[config.mk]
export PLATFORM = sky130hd
export DESIGN_NAME = wavelet_frame_ctrl
export DESIGN_NICKNAME = d
export VERILOG_FILES = /design/src/rtl/wavelet_frame_ctrl.sv
export SDC_FILE = /design/constraint.sdc
export NUM_CORES = 1
export LEC_CHECK = 0
export BUFFER_PORTS_ARGS = -buffer_cell sky130_fd_sc_hd__buf_2
export CORE_MARGIN = 4
export CORE_UTILIZATION = 31
export CTS_CLUSTER_DIAMETER = 150
export DETAILED_ROUTE_END_ITERATION = 6
export MAX_ROUTING_LAYER = met4
export PLACE_DENSITY_LB_ADDON = 0.05
export RECOVER_POWER = 50
export SYNTH_ARGS = -nofsm -noshare
export SYNTH_HDL_FRONTEND = slang
export SYNTH_SLANG_ARGS = --single-unit
export TNS_END_PERCENT = 10
[constraint.sdc]
create_clock -name CLK -period 2.5 [get_ports CLK]
set_input_delay 0.125 -clock CLK [delete_from_list [all_inputs] [get_ports CLK]]
set_output_delay 0.125 -clock CLK [all_outputs]
set_load 0.01 [all_outputs]
[src/rtl/wavelet_frame_ctrl.sv]
// wavelet_frame_ctrl: streams a sample frame into db_wavelet, flushes it, stores results.
// Define PEAK_TRACK_EN to add peak_val_o/peak_idx_o (max captured result and its index).
module wavelet_frame_ctrl #(
  parameter int DATA_W       = 32,
  parameter int ADDR_W       = 10,
  parameter int FLUSH_CYCLES = 64
) (
  input  logic              CLK,
  input  logic              RST,
  input  logic              start_i,
  input  logic              abort_i,
  input  logic [ADDR_W-1:0] frame_len_i,
  output logic              busy_o,
  output logic              done_o,
  output logic [ADDR_W-1:0] out_count_o,
  output logic              overflow_o,
  output logic              smp_rd_o,
  output logic [ADDR_W-1:0] smp_addr_o,
  input  logic [DATA_W-1:0] smp_data_i,
  output logic              wav_rst_o,
  output logic [DATA_W-1:0] wav_data_o,
  input  logic [DATA_W-1:0] wav_abs_i,
  input  logic              wav_we_i,
  output logic              res_we_o,
  output logic [ADDR_W-1:0] res_addr_o,
  output logic [DATA_W-1:0] res_data_o
`ifdef PEAK_TRACK_EN
  ,
  output logic [DATA_W-1:0] peak_val_o,
  output logic [ADDR_W-1:0] peak_idx_o
`endif
);

  localparam int FW = (FLUSH_CYCLES > 1) ? $clog2(FLUSH_CYCLES) : 1;
  localparam logic [FW-1:0] FL_LAST = FW'(FLUSH_CYCLES - 1);
  localparam logic [ADDR_W-1:0] ONE = ADDR_W'(1);
  localparam logic [ADDR_W-1:0] MAXC = '1;

  localparam logic [2:0] IDLE  = 3'd0;
  localparam logic [2:0] CLEAR = 3'd1;
  localparam logic [2:0] FEED  = 3'd2;
  localparam logic [2:0] FLUSH = 3'd3;
  localparam logic [2:0] DONE  = 3'd4;

  logic [2:0]        state_q, state_d;
  logic [ADDR_W-1:0] len_q, len_d;
  logic [ADDR_W-1:0] rd_q, rd_d;
  logic [FW-1:0]     fl_q, fl_d;
  logic [ADDR_W-1:0] cnt_q, cnt_d;
  logic              ovf_q, ovf_d;
  logic              abrt_q, abrt_d;
  logic              vld_q, vld_d;
  logic              we_q, we_d;
  logic [ADDR_W-1:0] addr_q, addr_d;
  logic [DATA_W-1:0] data_q, data_d;
  logic              cap;
`ifdef PEAK_TRACK_EN
  logic [DATA_W-1:0] pk_val_q, pk_val_d;
  logic [ADDR_W-1:0] pk_idx_q, pk_idx_d;
`endif

  always_comb begin
    state_d = state_q;
    len_d   = len_q;
    rd_d    = rd_q;
    fl_d    = fl_q;
    cnt_d   = cnt_q;
    ovf_d   = ovf_q;
    abrt_d  = 1'b0;
    vld_d   = 1'b0;
    we_d    = 1'b0;
    addr_d  = addr_q;
    data_d  = data_q;
`ifdef PEAK_TRACK_EN
    pk_val_d = pk_val_q;
    pk_idx_d = pk_idx_q;
`endif
    cap = wav_we_i && !abort_i
       && (state_q == FEED || state_q == FLUSH);
    // A full result RAM drops the result and latches overflow
    if (cap) begin
      if (cnt_q == MAXC) begin
        ovf_d = 1'b1;
      end else begin
        we_d   = 1'b1;
        addr_d = cnt_q;
        data_d = wav_abs_i;
        cnt_d  = cnt_q + ONE;
`ifdef PEAK_TRACK_EN
        if (wav_abs_i > pk_val_q) begin
          pk_val_d = wav_abs_i;
          pk_idx_d = cnt_q;
        end
`endif
      end
    end
    case (state_q)
      IDLE: begin
        if (start_i && !abort_i) begin
          len_d = frame_len_i;
          rd_d  = '0;
          fl_d  = '0;
          cnt_d = '0;
          ovf_d = 1'b0;
`ifdef PEAK_TRACK_EN
          pk_val_d = '0;
          pk_idx_d = '0;
`endif
          state_d = (frame_len_i != '0) ? CLEAR : DONE;
        end
      end
      CLEAR: state_d = FEED;
      FEED: begin
        vld_d = 1'b1;
        if (rd_q == len_q - ONE) state_d = FLUSH;
        else rd_d = rd_q + ONE;
      end
      FLUSH: begin
        if (fl_q == FL_LAST) state_d = DONE;
        else fl_d = fl_q + 1'b1;
      end
      DONE: state_d = IDLE;
      default: state_d = IDLE;
    endcase
    if (abort_i && state_q != IDLE) begin
      state_d = IDLE;
      abrt_d  = 1'b1;
      vld_d   = 1'b0;
    end
  end

  always_ff @(posedge CLK or negedge RST) begin
    if (!RST) begin
      state_q <= IDLE;
      len_q   <= '0;
      rd_q    <= '0;
      fl_q    <= '0;
      cnt_q   <= '0;
      ovf_q   <= 1'b0;
      abrt_q  <= 1'b0;
      vld_q   <= 1'b0;
      we_q    <= 1'b0;
      addr_q  <= '0;
      data_q  <= '0;
`ifdef PEAK_TRACK_EN
      pk_val_q <= '0;
      pk_idx_q <= '0;
`endif
    end else begin
      state_q <= state_d;
      len_q   <= len_d;
      rd_q    <= rd_d;
      fl_q    <= fl_d;
      cnt_q   <= cnt_d;
      ovf_q   <= ovf_d;
      abrt_q  <= abrt_d;
      vld_q   <= vld_d;
      we_q    <= we_d;
      addr_q  <= addr_d;
      data_q  <= data_d;
`ifdef PEAK_TRACK_EN
      pk_val_q <= pk_val_d;
      pk_idx_q <= pk_idx_d;
`endif
    end
  end

  assign busy_o      = (state_q == CLEAR) || (state_q == FEED)
                    || (state_q == FLUSH);
  assign done_o      = (state_q == DONE);
  assign out_count_o = cnt_q;
  assign overflow_o  = ovf_q;
  assign smp_rd_o    = (state_q == FEED);
  assign smp_addr_o  = (state_q == FEED) ? rd_q : '0;
  assign wav_rst_o   = (state_q == CLEAR) || abrt_q;
  // Sample RAM has one cycle of read latency; gate so flush feeds zeros
  assign wav_data_o  = vld_q ? smp_data_i : '0;
  assign res_we_o    = we_q;
  assign res_addr_o  = addr_q;
  assign res_data_o  = data_q;
`ifdef PEAK_TRACK_EN
  assign peak_val_o  = pk_val_q;
  assign peak_idx_o  = pk_idx_q;
`endif

endmodule
# Word level (Yosys, flattened, before mapping)

Index checks and enable logic that the tools add are counted.

Register bits: 85

Eq/ne operators: 13
Multiplexer cells: 27
Bitwise logic cells: 1
Reductions and logical operators: 19
Add/sub/neg operators: 4

Operator list:

| cell                    | count |
|---|---|
| $mux W10                | 7 |
| $mux W32                | 1 |
| $add A10 B1 Y10 const B | 2 |
| $pmux W10 S2            | 1 |
| $mux W3                 | 5 |
| $mux W6                 | 2 |
| $pmux W3 S4             | 1 |
| $pmux W6 S2             | 1 |
| $eq A10 B10 Y1          | 1 |
| $eq A10 B10 Y1 const B  | 1 |
| $reduce_bool A10 Y1     | 1 |
| $sub A10 B1 Y10 const B | 1 |
| $mux W1                 | 9 |
| $reduce_and A3 Y1       | 3 |
| $add A6 B1 Y6 const B   | 1 |
| $eq A3 B2 Y1 const B    | 2 |
| $eq A6 B6 Y1 const B    | 1 |
| $ne A2 B2 Y1 const B    | 3 |
| $ne A3 B1 Y1 const B    | 2 |
| $logic_and A1 B1 Y1     | 4 |
| $logic_or A1 B1 Y1      | 4 |
| $reduce_and A2 Y1       | 2 |
| $reduce_bool A2 Y1      | 2 |
| $eq A3 B1 Y1 const B    | 1 |
| other kinds (6)         | 6 |

# Logic depth before layout (Yosys ltp)

Word-level depth: 6
Depth in mapped cells: 10

# Worst setup path before layout

Ideal clock, no wire load.

Path kind: register -> register
From: register cnt_q[0], in the netlist out_count_o[0]
To: register addr_q[0], in the netlist res_addr_o[0]
Cell stages (with the launch flop): 9
Setup slack: 0.202 ns
Buffers on the path: 2
Arrival time: 2.170 ns
Required time: 2.372 ns
Path through: dfrtp_1 > ha_1 > and3_1 > and3_1 > and3_1 > clkbuf_1 > a31oi_1 > buf_2 > mux2_1

Longest elaborated chain between the ends: 3

Ends and longest elaborated chain:

| what                               | RTL line | RTL |
|---|---|---|
| from (decl)                        | 49       | `logic [ADDR_W-1:0] cnt_q, cnt_d;` |
| from (signal assigned)             | 154      | `cnt_q <= cnt_d;` |
| $eq A10 B10 Y1                     | 82       | `if (cnt_q == MAXC) begin` |
| $not A1 Y1 (no source line)        | --       |  |
| $reduce_and A2 Y1 (no source line) | --       |  |
| to (signal assigned)               | 159      | `addr_q <= addr_d;` |
| to (decl)                          | 54       | `logic [ADDR_W-1:0] addr_q, addr_d;` |

Several ways; a longest one is shown, not always the timed one.
A chain may end at the register's enable or synchronous reset.

# Worst setup path after layout

From: register cnt_q[0], in the netlist out_count_o[0]
To: register data_q[6], in the netlist res_data_o[6]

Longest elaborated chain between the ends: 3

Ends and longest elaborated chain:

| what                               | RTL line | RTL |
|---|---|---|
| $eq A10 B10 Y1                     | 82       |  |
| $not A1 Y1 (no source line)        | --       |  |
| $reduce_and A2 Y1 (no source line) | --       |  |
| to (signal assigned)               | 160      | `data_q <= data_d;` |
| to (decl)                          | 55       | `logic [DATA_W-1:0] data_q, data_d;` |

Every way passes these cells.

==> flow_summary.ini <==
[global_route]
gr-usage-all-layers = 0.152
globalRouteOverflowTotal = 0
grt_pass1_vias = 3933
antenna_found_initial = 0
grt_pass1_wl_um = 19100
grt_max_degree = 50

[placed_design]
io_buffers = 178
dp_hpwl_um = 8290
gp_congestion = 0.831
placed_area_mm2 = 0.00542

[clocking]
root_buffer = clkbuf_16
clock_sinks = 85
htreeDepth = 3
cts_made_buffers = 9
clk_pin_slew_ns = 0.06
clock_path_buffers = 2
cts_tree = built
clk_latency_ns = 0.35
cts_setup_buffers = 0

[logic_synthesis]
ys_ff_latch = 85
yosysMostFrequentCell = dfrtp_1
async_flop_share = 1.00
synth_area_leaders = dfrtp_1 50%, mux2_1 11%, and2_1 6.1%, nand2_1 4.0%, nor2_1 1.9%
synth_top_area_cell = dfrtp_1
synth.top_cells.by_count = 85 x dfrtp_1, 46 x nand2_1, 42 x and2_1, 40 x mux2_1, 22 x nor2_1
netlist_area_mm2 = 0.00428
synth_top_cell_area_share = 0.497
yosys_warnings = 0
yosys.cell_types.count = 61
ys_seq_area_frac = 0.497
synth_edf_count = 0
avgSynthCellArea_um2 = 10.8
ys.flop_type = dfrtp_1
synthCells = 396
synth_nets = 479

[worst_setup_path]
ff2ff_setup_slack_ns = 0.16
r2r-start = out_count_o[0]$_DFF_PN0_
rr_endpoint = res_data_o[6]$_DFFE_PN0P_
cp.required_ns = 2.72
reg2regPathDepth = 7
crit_path_start_kind = flop
critPathMaxFanout = 49
path_class = reg -> reg
end_kind = flop
crit_arrival_ns = 2.57

[sta]
setup_violations = 0
rsz0062_at_grt = false
period_minus_slack_ns = 2.34
tightest_slew_ns = 0.940
report.final.slew_viol_count = 0
fin_setup_tns_ns = 0
finalHoldViolCount = 0
clock.fmax_mhz = 427
slew_headroom = 0.374
finalCritPeriodShare = 0.938
finClkSkew_ns = 0.00991

[pwr]
leakagePower_uw = 0.00289
p_per_area_mw_per_mm2 = 953
ir_drop_uv = 469

[floorplan]
pin_count = 179
start_util = 0.319
dieArea_mm2 = 0.0157
fp.dieW_um = 125
rows = 42
die_h_um = 125
design.core.area_mm2 = 0.0134

[layout]
n_antenna_cell = 0
stdcell_area_mm2 = 0.00610
nNetsFinal = 697
area.growth.synth_to_final_pct = 42.7
multi_input_area_mm2 = 0.00207
nFillCells = 1324
regArea_mm2 = 0.00213
drive_above_1_share = 0.275

[min_path]
holdPathStages = 2
hold_start = wav_abs_i[0]
hold_path.class = in -> reg
min_to = res_data_o[0]$_DFFE_PN0P_

[route]
firstDrtPassIters = 4
ant_nets = 0
viasPerCell = 4.77
drc = 0
avgRoutedWirePerCell_um = 14.4
routed_wl_um = 11400
vias = 3792
dr.first_iter.drc_count = 91

[status]
status = finished clean

[flow_run]
max-cap-violations = 0
==> worst max path at each step <==
stage | end | slack, ns | cells after the start | start
after floorplan | res_addr_o[0]$_DFFE_PN0P_ | 0.20 | 8 | out_count_o[0]$_DFF_PN0_
after global placement | res_addr_o[1]$_DFFE_PN0P_ | 0.20 | 7 | out_count_o[0]$_DFF_PN0_
after detailed placement | res_data_o[0]$_DFFE_PN0P_ | 0.16 | 7 | out_count_o[0]$_DFF_PN0_
after CTS | res_data_o[0]$_DFFE_PN0P_ | 0.14 | 7 | out_count_o[0]$_DFF_PN0_
after global routing | rd_q[4]$_DFFE_PN0P_ | 0.0002 | 7 | len_q[2]$_DFFE_PN0P_
final | res_data_o[6]$_DFFE_PN0P_ | 0.16 | 7 | out_count_o[0]$_DFF_PN0_
==> registers in the layout (all words and copies together), names as in the netlist <==
signal       count
abrt_q           1
fl_q             6
len_q           10
out_count_o     10
overflow_o       1
rd_q            10
res_addr_o      10
res_data_o      32
res_we_o         1
state_q          3
vld_q            1
==> per-layer routing <==
layer,global-route usage,routed length [um]
met1,0.178,4930
met2,0.248,5400
met3,0.0388,823
met4,0.0651,266
met5,-,0
==> power breakdown <==
| group | switching (uW) | internal [uW] |
|---|---|---|
| Clock | 568 | 1030 |
| Combinational | 1070 | 904 |
| Sequential | 404 | 1840 |
==> placed cells by master, fill, tap and decap left out, types with 3 or more instances in the layout <==
cell,count
xor2_1,9
xnor2_1,8
o21ai_1,4
mux2_1,40
or4_1,3
o31ai_1,5
and3_1,8
inv_1,5
ha_1,3
nor2_1,22
buf_2,127
clkbuf_16,9
nand2_1,46
bufinv_16,3
nand4_1,4
nor3b_1,3
nor4_1,3
nand3_1,4
or3_1,6
dfrtp_1,85
o22a_1,3
clkbuf_1,50
buf_4,5
and2_1,42
a21oi_1,15
dlygate4sd3_1,39
or2_1,4
nor3_1,7
==> kinds of logic after synthesis <==
| family | share of synthesized area |
|---|---|
| AO/OA/AOI/OAI | 0.0960 |
| XOR/XNOR | 0.0348 |
| adder cells (fa/ha/maj) | 0.0117 |
| buffers and inverters | 0.0252 |
| flip-flops | 0.497 |
| multiplexers | 0.113 |
| AND/OR/NAND/NOR | 0.222 |
==> critical path, cell delays in order, from the launching register on <==
cell and delay, ns:
dfrtp_1 0.43, ha_1 0.23, and3_1 0.19, and3_1 0.20, and3_1 0.26, a31oi_4 0.24
buf_12 0.29, mux2_1 0.36
==> per-stage QoR <==
| step | cells | worst slack (ns) | hold WS [ns] | power [uW] | util |
|---|---|---|---|---|---|
| 2_1_floorplan | 396 | 0.202 | -0.171 | 3510 | - |
| 3_3_place_gp | 740 | 0.203 | 0.133 | 4260 | 0.404 |
| 3_5_place_dp | 740 | 0.160 | 0.131 | 4300 | 0.404 |
| 4_1_cts | 795 | 0.139 | 0.00278 | 5970 | 0.460 |
| 5_1_grt | 795 | 0.000180 | 0.0135 | 6210 | 0.455 |
| 6_report | 795 | 0.156 | 0.00789 | 5820 | 0.455 |
==> timing repair <==
action                                 in CTS  in global routing
endpoints found under the hold margin      74                  0
gates resized for setup                     0                  2
hold buffers                               39                  0
setup endpoints to repair                   0                  6
==> area by class of cell <==
cell class,count,area share
Timing Repair Buffer,225,0.214
Clock buffer,11,0.0414
Sequential cell,85,0.349
Multi-Input combinational cell,288,0.340
Tap cell,176,0.0361
Inverter,5,0.00308
Clock inverter,5,0.0174
Note: power is estimated with default switching activity, not from simulation.
